**src/rtl/morse_rx_decoder.sv**
```systemverilog
// Morse receiver: synchronizes and debounces a key line, times marks and gaps in dot units,
// and delivers one ASCII byte per letter (plus 0x20 per word gap) over a valid/ready port.
module morse_rx_decoder #(
   parameter int UNIT_CYCLES     = 4000000,
   parameter int DEBOUNCE_CYCLES = 400
) (
   input  logic       clk,
   input  logic       rst,
   input  logic       key_in,
   output logic [7:0] char_data,
   output logic       char_valid,
   input  logic       char_ready,
   output logic       overrun
);

   localparam int CW = (UNIT_CYCLES > 1) ? $clog2(UNIT_CYCLES) : 1;
   localparam int DW = (DEBOUNCE_CYCLES > 1) ? $clog2(DEBOUNCE_CYCLES + 1) : 1;
   localparam logic [CW-1:0] CYC_LAST = CW'(UNIT_CYCLES - 1);
   localparam logic [DW-1:0] DEB_LAST = DW'(DEBOUNCE_CYCLES - 1);

   typedef enum logic [1:0] {
      S_IDLE,
      S_MARK,
      S_GAP,
      S_WORDGAP
   } state_t;

   state_t          state_q, state_d;
   logic            sync1_q, sync1_d;
   logic            sync2_q, sync2_d;
   logic            key_f_q, key_f_d;
   logic [DW-1:0]   deb_q, deb_d;
   logic [CW-1:0]   cyc_q, cyc_d;
   logic [2:0]      unit_q, unit_d;
   logic [2:0]      len_q, len_d;
   logic [5:0]      bits_q, bits_d;
   logic [7:0]      char_data_q, char_data_d;
   logic            char_valid_q, char_valid_d;
   logic            overrun_q, overrun_d;

   logic            key_rise;
   logic            key_fall;
   logic            unit_tick;
   logic [2:0]      unit_inc;
   logic            is_dash;
   logic            emit;
   logic [7:0]      emit_byte;
   logic            accept;

   // Pattern is keyed by element count and the elements packed MSB-first (1 = dash).
   function automatic logic [7:0] decode_symbol(input logic [2:0] len, input logic [5:0] bits);
      logic [7:0] ch;
      case ({len, bits})
         {3'd1, 6'b000000}: ch = 8'h45;
         {3'd1, 6'b000001}: ch = 8'h54;
         {3'd2, 6'b000000}: ch = 8'h49;
         {3'd2, 6'b000001}: ch = 8'h41;
         {3'd2, 6'b000010}: ch = 8'h4E;
         {3'd2, 6'b000011}: ch = 8'h4D;
         {3'd3, 6'b000000}: ch = 8'h53;
         {3'd3, 6'b000001}: ch = 8'h55;
         {3'd3, 6'b000010}: ch = 8'h52;
         {3'd3, 6'b000011}: ch = 8'h57;
         {3'd3, 6'b000100}: ch = 8'h44;
         {3'd3, 6'b000101}: ch = 8'h4B;
         {3'd3, 6'b000110}: ch = 8'h47;
         {3'd3, 6'b000111}: ch = 8'h4F;
         {3'd4, 6'b000000}: ch = 8'h48;
         {3'd4, 6'b000001}: ch = 8'h56;
         {3'd4, 6'b000010}: ch = 8'h46;
         {3'd4, 6'b000100}: ch = 8'h4C;
         {3'd4, 6'b000110}: ch = 8'h50;
         {3'd4, 6'b000111}: ch = 8'h4A;
         {3'd4, 6'b001000}: ch = 8'h42;
         {3'd4, 6'b001001}: ch = 8'h58;
         {3'd4, 6'b001010}: ch = 8'h43;
         {3'd4, 6'b001011}: ch = 8'h59;
         {3'd4, 6'b001100}: ch = 8'h5A;
         {3'd4, 6'b001101}: ch = 8'h51;
         {3'd5, 6'b011111}: ch = 8'h30;
         {3'd5, 6'b001111}: ch = 8'h31;
         {3'd5, 6'b000111}: ch = 8'h32;
         {3'd5, 6'b000011}: ch = 8'h33;
         {3'd5, 6'b000001}: ch = 8'h34;
         {3'd5, 6'b000000}: ch = 8'h35;
         {3'd5, 6'b010000}: ch = 8'h36;
         {3'd5, 6'b011000}: ch = 8'h37;
         {3'd5, 6'b011100}: ch = 8'h38;
         {3'd5, 6'b011110}: ch = 8'h39;
         default:           ch = 8'h3F;
      endcase
      return ch;
   endfunction

   always_ff @(posedge clk) begin
      if (!rst) begin
         state_q      <= S_IDLE;
         sync1_q      <= 1'b0;
         sync2_q      <= 1'b0;
         key_f_q      <= 1'b0;
         deb_q        <= '0;
         cyc_q        <= '0;
         unit_q       <= 3'd0;
         len_q        <= 3'd0;
         bits_q       <= 6'd0;
         char_data_q  <= 8'h00;
         char_valid_q <= 1'b0;
         overrun_q    <= 1'b0;
      end else begin
         state_q      <= state_d;
         sync1_q      <= sync1_d;
         sync2_q      <= sync2_d;
         key_f_q      <= key_f_d;
         deb_q        <= deb_d;
         cyc_q        <= cyc_d;
         unit_q       <= unit_d;
         len_q        <= len_d;
         bits_q       <= bits_d;
         char_data_q  <= char_data_d;
         char_valid_q <= char_valid_d;
         overrun_q    <= overrun_d;
      end
   end

   // Filtered level only moves after the synchronized key disagrees for the full debounce run.
   always_comb begin
      sync1_d = key_in;
      sync2_d = sync1_q;
      key_f_d = key_f_q;
      deb_d   = '0;
      if (sync2_q != key_f_q) begin
         if (deb_q == DEB_LAST) begin
            key_f_d = sync2_q;
         end else begin
            deb_d = deb_q + 1'b1;
         end
      end
   end

   assign key_rise = key_f_d & ~key_f_q;
   assign key_fall = ~key_f_d & key_f_q;

   always_comb begin
      unit_tick = (cyc_q == CYC_LAST);
      unit_inc  = (unit_q == 3'd7) ? 3'd7 : unit_q + 3'd1;
      cyc_d     = cyc_q + 1'b1;
      unit_d    = unit_q;
      if (key_rise || key_fall) begin
         cyc_d  = '0;
         unit_d = 3'd0;
      end else if (unit_tick) begin
         cyc_d  = '0;
         unit_d = unit_inc;
      end
   end

   // Dash test includes a wrap landing on the falling-edge cycle, so exactly 2 units is a dash.
   assign is_dash = ((unit_tick ? unit_inc : unit_q) >= 3'd2);

   always_comb begin
      state_d   = state_q;
      len_d     = len_q;
      bits_d    = bits_q;
      emit      = 1'b0;
      emit_byte = 8'h00;
      case (state_q)
         S_IDLE: begin
            len_d  = 3'd0;
            bits_d = 6'd0;
            if (key_rise) begin
               state_d = S_MARK;
            end
         end
         S_MARK: begin
            if (key_fall) begin
               if (len_q >= 3'd6) begin
                  len_d = 3'd7;
               end else begin
                  bits_d = {bits_q[4:0], is_dash};
                  len_d  = len_q + 3'd1;
               end
               state_d = S_GAP;
            end
         end
         S_GAP: begin
            if (unit_q >= 3'd2) begin
               emit      = 1'b1;
               emit_byte = decode_symbol(len_q, bits_q);
               len_d     = 3'd0;
               bits_d    = 6'd0;
               state_d   = key_rise ? S_MARK : S_WORDGAP;
            end else if (key_rise) begin
               state_d = S_MARK;
            end
         end
         S_WORDGAP: begin
            if (key_rise) begin
               state_d = S_MARK;
            end else if (unit_q >= 3'd5) begin
               emit      = 1'b1;
               emit_byte = 8'h20;
               state_d   = S_IDLE;
            end
         end
         default: state_d = S_IDLE;
      endcase
   end

   // Single-entry output holding register; a byte arriving while it is full is lost.
   always_comb begin
      accept       = char_valid_q & char_ready;
      char_data_d  = char_data_q;
      char_valid_d = char_valid_q;
      overrun_d    = overrun_q;
      if (emit) begin
         if (!char_valid_q || accept) begin
            char_data_d  = emit_byte;
            char_valid_d = 1'b1;
         end else begin
            overrun_d = 1'b1;
         end
      end else if (accept) begin
         char_valid_d = 1'b0;
      end
   end

   assign char_data  = char_data_q;
   assign char_valid = char_valid_q;
   assign overrun    = overrun_q;

endmodule

```
**config.mk**
```make
export PLATFORM = sky130hd
export DESIGN_NAME = morse_rx_decoder
export DESIGN_NICKNAME = d
export VERILOG_FILES = /design/src/rtl/morse_rx_decoder.sv
export SDC_FILE = /design/constraint.sdc
export NUM_CORES = 1
export LEC_CHECK = 0
export ABC_AREA = 1
export BUFFER_PORTS_ARGS = -buffer_cell sky130_fd_sc_hd__buf_2
export CORE_ASPECT_RATIO = 0.6
export CORE_UTILIZATION = 65
export CTS_CLUSTER_SIZE = 20
export DETAILED_ROUTE_END_ITERATION = 8
export PLACE_DENSITY = 0.92
export SLEW_MARGIN = 25
export SYNTH_ARGS = -nofsm -noshare
export SYNTH_HDL_FRONTEND = slang
export SYNTH_SLANG_ARGS = --single-unit
```
**constraint.sdc**
```tcl
create_clock -name clk -period 3.3 [get_ports clk]
set_input_delay 0.66 -clock clk [delete_from_list [all_inputs] [get_ports clk]]
set_output_delay 0.66 -clock clk [all_outputs]
set_load 0.01 [all_outputs]
```
==> run metrics, run 1 <==
Pre-antenna DRT Iters 7; Avg WL per Cell approximately 14 um; Post-CTS Setup Inserts 0; die width ~96 um; Setup Viol. Count Final 0; DIE AREA around 5600 sq um; Max-slew headroom 0.6309; combinational family with the most area after synthesis simple AND/OR/NAND/NOR gates; mux cell area share after synthesis 0; cell count after synthesis 535; Synth Area in Simple Gates 0.3998; met1 GRT Util 0.5053; Die Ht 58.35 um; critical path arrival 2.77 ns; Num CTS Buffers 9; clk slew on worst S/H paths 0.07 ns; Fin. Hold Viols 0; fin crit period 2.502 ns; H-tree levels 3; gr usage total 0.3487; hold_buf cts 0; Worst Skew 0.006124 ns; vias 3,603; Fmax 399.6 MHz; CTS tree done; grt peak-use layer met1; Final WS setup 0.7976 ns; complex-gate fraction of the synthesized area 0.1150; adder-cell share of the synthesized area 0.04001; maximum buffer depth of the clock tree 2; number of diodes 0; clk_lat worst skew 0.35 ns; worst slew pin tran 0.5502 ns; core area 5080 sq um; cell taking the most area after synthesis dfxtp_1; kind of critical path reg -> reg; share of cells above drive strength 1 0.1331; PortBufs 12; # IOs 14; top post-synthesis cells by area dfxtp_1 (33%), nand2_1 (13%), nor2_1 (8.5%); drt total wl 8897 um; Distinct cells, synth 39; met2 Usage GRT 0.5000; RSZ-0062 raised after global routing false; Yosys Warn Count 0; dpl ws 0.9134 ns; GR Overflow Total 0; Num Clock Sinks 57; vias per inst 5.793; Power Density 368.1 nW/um^2; DP HPWL 6633 um; Post-Synth XOR/XNOR Area 0.01273; Post-CTS Resized 0; Final Cycle Share 0.7583; run status finished clean; antenna-violating nets left 0; number of global-route vias before repair between 3,000 and 4,000; drc violations 0; worst hold path type reg -> reg; Nets about 570; Seq/Total Area, Yosys 0.3318; Area Overhead vs Synth 8.803%; CP Data Required Time about 3.6 ns; largest net degree at the start of global routing 23; first-pass GRT wire length 14,810 um; Max VDD drop 0.3232 mV; syn avg cell area between 6 and 7 sq um; register bit total from synthesis 57; maximum fanout along the worst path 6; Initial Utilization 0.6771; critical path endpoint category flop; LEAKAGE 1.650 nW; Setup crit start kind flop; synthesized area 3440 sq um; CTS root buffer clkbuf_8; GR Util met3 0.09690; syn nets between 500 and 600; iteration-0 DRC count of the detailed router between 300 and 400; Final GP Congestion 0.9981; Max-Cap Viols 0; Cell Rows 20; initial antenna violation count 0; max-slew violations 0; Fin Setup TNS 0 ns; top cell type's share of synthesized area 0.3318
-- report_power, final --
group | switching [mW] | internal (mW)
clock network | 0.310 | 0.351
logic | 0.0159 | 0.00607
registers | 0.00280 | 0.692
total | 0.329 | 1.05
-- layer usage --
metal / share of wire / vias up
met2: 0.42 / 181
met1: 0.46 / 1645
met4: 0.016 / 0
met3: 0.098 / 25
li1: - / 1752
met5: 0 / -
-- final timing paths --
path | startpoint | endpoint | slack [ns] | cells past startpoint
hold / removal | cyc_q[0] | cyc_q[0] | 0.45 | 1
setup reg to reg | deb_q[0] | bits_q[0] | 0.80 | 15
hold reg to reg | cyc_q[0] | cyc_q[0] | 0.45 | 1
setup / recovery | deb_q[0] | bits_q[0] | 0.80 | 15
-- synth_stat cells (all sizes together) --
cell type / count
a211oi: 3
a21o: 1
a21oi: 38
a221oi: 2
a31oi: 1
a41oi: 1
and3: 1
buf: 6
clkbuf: 2
clkinv: 1
conb: 1
dfxtp: 57
ha: 11
inv: 79
nand2: 130
nand3: 41
nand4: 7
nor2: 91
nor3: 25
nor3b: 5
nor4: 2
o211ai: 1
o21a: 3
o21ai: 15
o21bai: 2
o221a: 1
o31ai: 1
or2: 2
xnor2: 1
xor2: 4
-- state kept, by name, summed over array words and instances, names as in the netlist --
signal and cells:
state_q 2, char_data 7, char_valid 1, cyc_q 22, unit_q 3, len_q 3, deb_q 9, sync1_q 1
key_f_q 1, sync2_q 1, overrun 1, bits_q 6
-- layout make-up --
cell class | count | area, sq um
clock inverter | 6 | 67.56
multi-input combinational | 390 | 1956
clock buffer | 10 | 127.6
sequential | 57 | 1141
timing repair buffer | 13 | 67.56
tap | 66 | 82.58
inverter | 80 | 300.3
fill | 417 | 1338
-- worst max-delay path, cell delays in order (launching register included) --
cell	delay (ns)
dfxtp_1	0.37
ha_1	0.19
nand2_1	0.08
nor2_1	0.16
nand3_1	0.16
o21a_1	0.23
inv_1	0.08
ha_1	0.17
nor2_1	0.06
nor2_1	0.08
nand2_1	0.13
a21oi_2	0.21
nand2_1	0.07
inv_1	0.17
o21ai_1	0.12
a21oi_1	0.13
-- kinds of logic (layout without fill, tap and decap cells) --
logic type | Yosys count | count (layout)
buf+inv | 88 | 109
xor+xnor | 5 | 5
compound gates | 69 | 69
simple gates | 304 | 304
flops | 57 | 57
fa+ha+maj | 11 | 11
other cells | 1 | 1
-- layout by cell type (no fill, tap or decap), types with 4 or more instances in the layout --
cell type and instances:
nand2_1 122, nor2_1 78, inv_1 66, dfxtp_1 57, a21oi_1 37, nand3_1 36, nor3_1 22, o21ai_0 14
inv_2 13, buf_2 12, nor2_2 11, ha_1 11, clkbuf_8 9, nand2_2 8, nand4_1 7, nor3b_1 5
nand3_2 5, xor2_1 4
-- through the flow --
step | cell area [sq um] | hold slack [ns] | std cells | utilization | power [mW]
floorplan | 3440 | 0.3905 | 535 | - | 0.7268
global placement | 3547 | 0.4268 | 606 | 0.6983 | 0.7314
detailed placement | 3547 | 0.4274 | 606 | 0.6983 | 0.7325
CTS | 3742 | 0.4454 | 622 | 0.7367 | 1.384
global route | 3742 | 0.4658 | 622 | 0.7367 | 1.417
finish | 3742 | 0.4496 | 622 | 0.7367 | 1.378
Note: power is estimated with default switching activity, not from simulation.
==> run 2, diff against run 1 <==
Settings changed: CORE_UTILIZATION 65 to 62, PLACE_DENSITY 0.92 to 0.89.
Clock period 3.3 ns to 2.5 ns, I/O delays scaled along.
==> run 2 against run 1 <==
Net effect:
- critical path depth did not move
- worst setup slack lost 0.64 ns
- critical endpoint is now bits_q[3]
- final area grew 1.8%
- total power rose by 41%
- count of clock-buffer cells in the layout grew 1
- sequential share of layout area fell by 0.52 points
- largest cell class unchanged
- fmax increased by 7.0%
- global-route usage rose by 0.38 points
==> run metrics, run 2 (synthesis gave the netlist of run 1 again) <==
run status finished clean; Cell Rows 20; LEAKAGE approximately 1.7 nW; vias per inst just under 6; largest register by flop count cyc_q; cell mode on critical path nand2_1; r2r startpoint deb_q[1]; core area 5205 sq um; # IOs 14; Num CTS Buffers 9; worst slew pin tran 0.5672 ns; max-slew violations 0; Pint 1.534 mW; CP Data Required Time 2.75 ns; Hold Path Depth 3; critical path endpoint category flop; Fmax 427.6 MHz; Pre-antenna DRT Iters 6; antenna-violating nets left 0; iteration-0 DRC count of the detailed router 435; Nets 567; Worst Skew 0.008777 ns; Setup Viol. Count Final 0; switch share 0.2086; kind of critical path reg -> reg; Fin. Hold Viols 0; hold_ws 0.3458 ns; commonest non-fill, non-tap cells in the layout nand2_1 (121), nor2_1 (77), inv_1 (65); GR Overflow Total 0; DP HPWL roughly 7400 um; r2r setup slk 0.16 ns; Max VDD drop 0.3341 mV; Die Ht around 60 um; Gate power share 0.015; critical path arrival 2.59 ns; CTS root buffer clkbuf_8; largest net degree at the start of global routing 23; slowest CP cell dfxtp_1; first-pass GRT wire length 15,600 um; gr usage total 0.3524; Max stage delay on crit path roughly 0.35 ns; die width 98.16 um; Max-slew headroom 0.6195; number of diodes 0; PortBufs 12; min-delay src key_in; Setup crit start kind flop; Area Overhead vs Synth 10.80%; share of cells above drive strength 1 0.1490; reg2reg end bits_q[3]; commonest non-fill, non-tap cell in the layout nand2_1; fin crit period 2.338 ns; DIE AREA about 5900 sq um; vias 3,623; Clk pwr share 0.511; maximum buffer depth of the clock tree 2; Max-Cap Viols 0; Initial Utilization 0.6608; Psw ~0.4 mW; worst hold path type in -> reg; CTS tree done; Final GP Congestion 1.008; placed cells a little over 600; Worst Reg-to-Reg Cells 15; number of flip-flops in the largest register 22; Power Density 508.6 nW/um^2; fin cells 623; Avg WL per Cell roughly 16 um; Num Clock Sinks 57; drc violations 0; H-tree levels 3; number of global-route vias before repair 3,207; hold_buf cts 0; post-layout util 0.7322; sequential share of power 0.474; maximum fanout along the worst path 6; initial antenna violation count 0; clk_lat worst skew ~0.34 ns; WHS Endpoint sync1_q; drt total wl 9737 um; clk slew on worst S/H paths 0.07 ns; Cell Chain, Critical Path ha_1, nand2_1, nor2_2, nand3_2, nand2_1, o21a_1, inv_1, ha_1, nor2_1, nor2_1, nand2_2, a21oi_4, inv_1, nand2_1, a21oi_2; Final Cycle Share 0.9354
run 2: changes by cell type in the layout (fill, tap and decap cells not counted), sizes merged:
| cell | change |
|---|---|
| clkinvlp | -1 |
| inv | -1 |
| bufinv | +1 |
| clkbuf | +1 |
| buf | +1 |
run 2: power by group through the flow:
| stage | clock [mW] | sequential, mW | combinational [mW] |
|---|---|---|---|
| final | 0.990 | 0.918 | 0.0293 |
| after global routing | 1.03 | 0.919 | 0.0334 |
| after CTS | 0.992 | 0.918 | 0.0287 |
| after detailed placement | 0 | 0.939 | 0.0285 |
| after global placement | 0 | 0.938 | 0.0275 |
| after floorplan | 0 | 0.938 | 0.0218 |
run 2: worst max path at each step:
| stage | startpoint | depth (start not counted) | end |
|---|---|---|---|
| 2_1_floorplan | deb_q[0] | 15 | bits_q[0] |
| 3_3_place_gp | deb_q[0] | 15 | bits_q[0] |
| 3_5_place_dp | deb_q[0] | 15 | bits_q[3] |
| 4_1_cts | deb_q[0] | 15 | bits_q[3] |
| 5_1_grt | deb_q[1] | 15 | bits_q[5] |
| 6_report | deb_q[1] | 15 | bits_q[3] |
run 2: metal layers:
metal,global-route usage,wire length [um]
met1,0.5015,4649
met2,0.5030,3816
met3,0.1251,1117
met4,0.1002,154
met5,0,0
run 2: cell type report:
cell class,instances,area [sq um]
inverter,80,300.3
tap,66,82.58
sequential,57,1142
timing repair buffer,14,75.07
multi-input combinational,390,1982
fill,425,1394
clock buffer,11,151.4
clock inverter,5,77.57
run 2: worst max-delay path, delay by kind of cell (launching register included):
kind                       cells  cell delay, ns
buffers and inverters          2            0.25
AOI/OAI and AO/OA              3            0.37
DFF                            1            0.35
adders and majority gates      2            0.37
and+or+nand+nor                8            0.92
run 2: through the flow:
stage               area, sq um  power (mW)  worst slack, ns  setup TNS (ns)
global route               3811       1.983         -0.01140        -0.02608
floorplan                  3440      0.9594           0.4848               0
global placement           3547      0.9655           0.2653               0
detailed placement         3547      0.9673          0.08497               0
finish                     3811       1.938           0.1616               0
CTS                        3776       1.939          0.03224               0
run 2: timing repair:
item / 4_1_cts / 5_1_grt
endpoints found under the setup margin: 0 / 13
gates resized for setup: 0 / 8
buffers inserted: 0 / 1
==> run 3, diff against run 2 <==
Settings changed: ABC_AREA 1 to default, CORE_UTILIZATION 62 to 61, PLACE_DENSITY 0.89 to 0.88.
==> run 3 against run 2 <==
Net effect:
- utilization fell by 0.26 points
- via count fell by 16%
- combinational power barely moved
- register-to-register slack got worse by 0.04 ns
- count of clock-buffer cells in the layout fell by 2
- clock power rose by 7%
- die area fell by 3.7%
- sequential power barely moved
- sequential share of layout area rose by 0.73 points
- sequential cell count did not move
- first-iteration DRC count fell by 9.7%
- critical path type unchanged
==> run metrics, run 3 <==
run status finished clean; Max-Cap Viols 0; Final WS setup 0.1176 ns; clk slew on worst S/H paths around 0.070 ns; number of flip-flops in the largest register 22; Synth top cells by count nor2_1 (58), dfxtp_1 (57), nand3_1 (30); Max-slew headroom 0.4945; Avg WL per Cell 17.26 um; register area about 1100 sq um; Yosys Warn Count 0; largest register by flop count cyc_q; synthesized area 3254 sq um; # IOs 14; switch share 0.2102; worst slew pin tran 0.7524 ns; hold_buf cts 0; CTS root buffer clkbuf_8; worst hold path type in -> reg; largest net degree at the start of global routing 23; CTS tree done; Die Ht 58.58 um; top cell type's share of synthesized area 0.3506; iteration-0 DRC count of the detailed router 393; share of cells above drive strength 1 0.1675; Fmax 419.7 MHz; register bit total from synthesis 57; top post-synthesis cells by area dfxtp_1 (35%), nor2_1 (6.7%), nand3_1 (4.6%); sequential share of power 0.459; Setup Viol. Count Final 0; Psw 0.4214 mW; syn avg cell area 8.302 sq um; LEAKAGE 1.386 nW; antenna-violating nets left 0; PortBufs 12; asr flop ratio synth 0; H-tree levels 3; Main synth FF type dfxtp_1; number of diodes 0; number of global-route vias before repair 2,640; Num CTS Buffers 9; Worst Skew 0.006947 ns; RSZ-0062 raised after global routing false; Initial Utilization 0.6375; Nets 428; Num Clock Sinks 57; filler instances 359; DP HPWL 5348 um; Distinct cells, synth 65; Gate power share 0.015; core area 5105 sq um; drc violations 0; gr usage total 0.3188; max-slew violations 0; maximum fanout along the worst path 9; Seq/Total Area, Yosys 0.3506; Cell Rows 20; number of flops mapped to enable cells by yosys 0; cell taking the most area after synthesis dfxtp_1; fin cells 484; Pre-antenna DRT Iters 5; vias per inst 6.273; Clk pwr share 0.526; Final Cycle Share 0.9530; vias 3,036; Design Power 2.005 mW; commonest non-fill, non-tap cells in the layout nor2_1 (58), dfxtp_1 (55), nand3_1 (28); area of the multi-input gates 2008 sq um; placed cells 466; maximum buffer depth of the clock tree 2; DIE AREA approximately 5600 sq um; fin crit period 2.382 ns; dpl ws -0.08497 ns; commonest non-fill, non-tap cell in the layout nor2_1; Pint 1.583 mW; syn nets 407; critical path arrival 2.61 ns; drt total wl roughly 8400 um; Power Density 538.2 nW/um^2; critical path endpoint category flop; first-pass GRT wire length 13,330 um; Max VDD drop 0.5262 mV; cell count after synthesis 392; kind of critical path reg -> reg; initial antenna violation count 0; Fin Setup TNS 0 ns; GR Overflow Total 0; top-count cell post-synth nor2_1; Fin. Hold Viols 0; die width 96.30 um; Area Overhead vs Synth 14.46%; Setup crit start kind flop; CP Data Required Time 2.73 ns; clk_lat worst skew 0.35 ns; Final GP Congestion 0.9776
## run 3: cell count changes after synthesis, sizes merged, moves of 9 or more
cell / before / now
a21oi: 38 / 14
inv: 79 / 18
nand2: 130 / 18
nand3: 41 / 32
nor2: 91 / 58
nor3: 25 / 8
xnor2: 1 / 15
xor2: 4 / 16
## run 3: per-stage QoR
| step | hold slack (ns) | area, sq um | util |
|---|---|---|---|
| global placement | 0.4322 | 3407 | 0.6674 |
| floorplan | 0.4119 | 3254 | - |
| CTS | 0.3594 | 3677 | 0.7203 |
| global route | 0.3525 | 3725 | 0.7297 |
| detailed placement | 0.4520 | 3407 | 0.6674 |
| finish | 0.3603 | 3725 | 0.7297 |
## run 3: power by group through the flow
stage | clock [mW] | combinational (mW) | sequential (mW)
2_1_floorplan | 0 | 0.0232 | 0.939
3_3_place_gp | 0 | 0.0275 | 0.939
3_5_place_dp | 0 | 0.0286 | 0.940
4_1_cts | 1.06 | 0.0288 | 0.920
5_1_grt | 1.11 | 0.0324 | 0.920
6_report | 1.06 | 0.0296 | 0.920
## run 3: cells by family (layout without fill, tap and decap cells)
logic type	count (synthesis)	after routing	share of synthesized area
buf+inv	36	62	0.04998
simple gates	186	186	0.3130
xor+xnor	31	31	0.08343
other cells	1	1	0.001152
fa+ha+maj	11	11	0.04229
compound gates	63	63	0.1380
flops	57	57	0.3506
mux	7	7	0.02153
## run 3: critical path: stages, from the launching register on
cell and delay (ns):
dfxtp_2 0.36, ha_4 0.14, and3_4 0.20, nand3_2 0.11, mux2i_2 0.24, inv_1 0.08
ha_2 0.20, o32ai_4 0.28, o21ai_2 0.12, buf_4 0.18, o311a_1 0.34
## run 3: timing repair
action                                  4_1_cts  5_1_grt
pin swaps                                     2        2
gates cloned                                  0        0
setup buffers                                 1        1
resized for setup                             5        8
endpoints found under the setup margin        2       13
## run 3: routing by layer
| metal | global-route usage | share of wire | vias to the layer above |
|---|---|---|---|
| met5 | 0 | 0 | - |
| met4 | 0.06092 | 0.011 | 0 |
| met3 | 0.1331 | 0.11 | 14 |
| met2 | 0.4600 | 0.43 | 175 |
| li1 | - | - | 1435 |
| met1 | 0.4486 | 0.45 | 1412 |
## run 3: path summary, 6_finish.rpt
kind,start,end,slack [ns],cells past startpoint
max reg2reg,deb_q[0],char_data[5],0.12,10
min reg2reg,deb_q[0],deb_q[0],0.45,1
min,key_in,sync1_q,0.36,2
max,deb_q[0],char_data[5],0.12,10
## run 3: cell type report
type                    instances  share of cell area
multi-input cells             299              0.5391
clock inverters                 7             0.03191
repair buffers                 28             0.04837
inverters                      18             0.01814
well taps                      66             0.02217
clock buffers                   9             0.03326
flip-flops and latches         57              0.3070
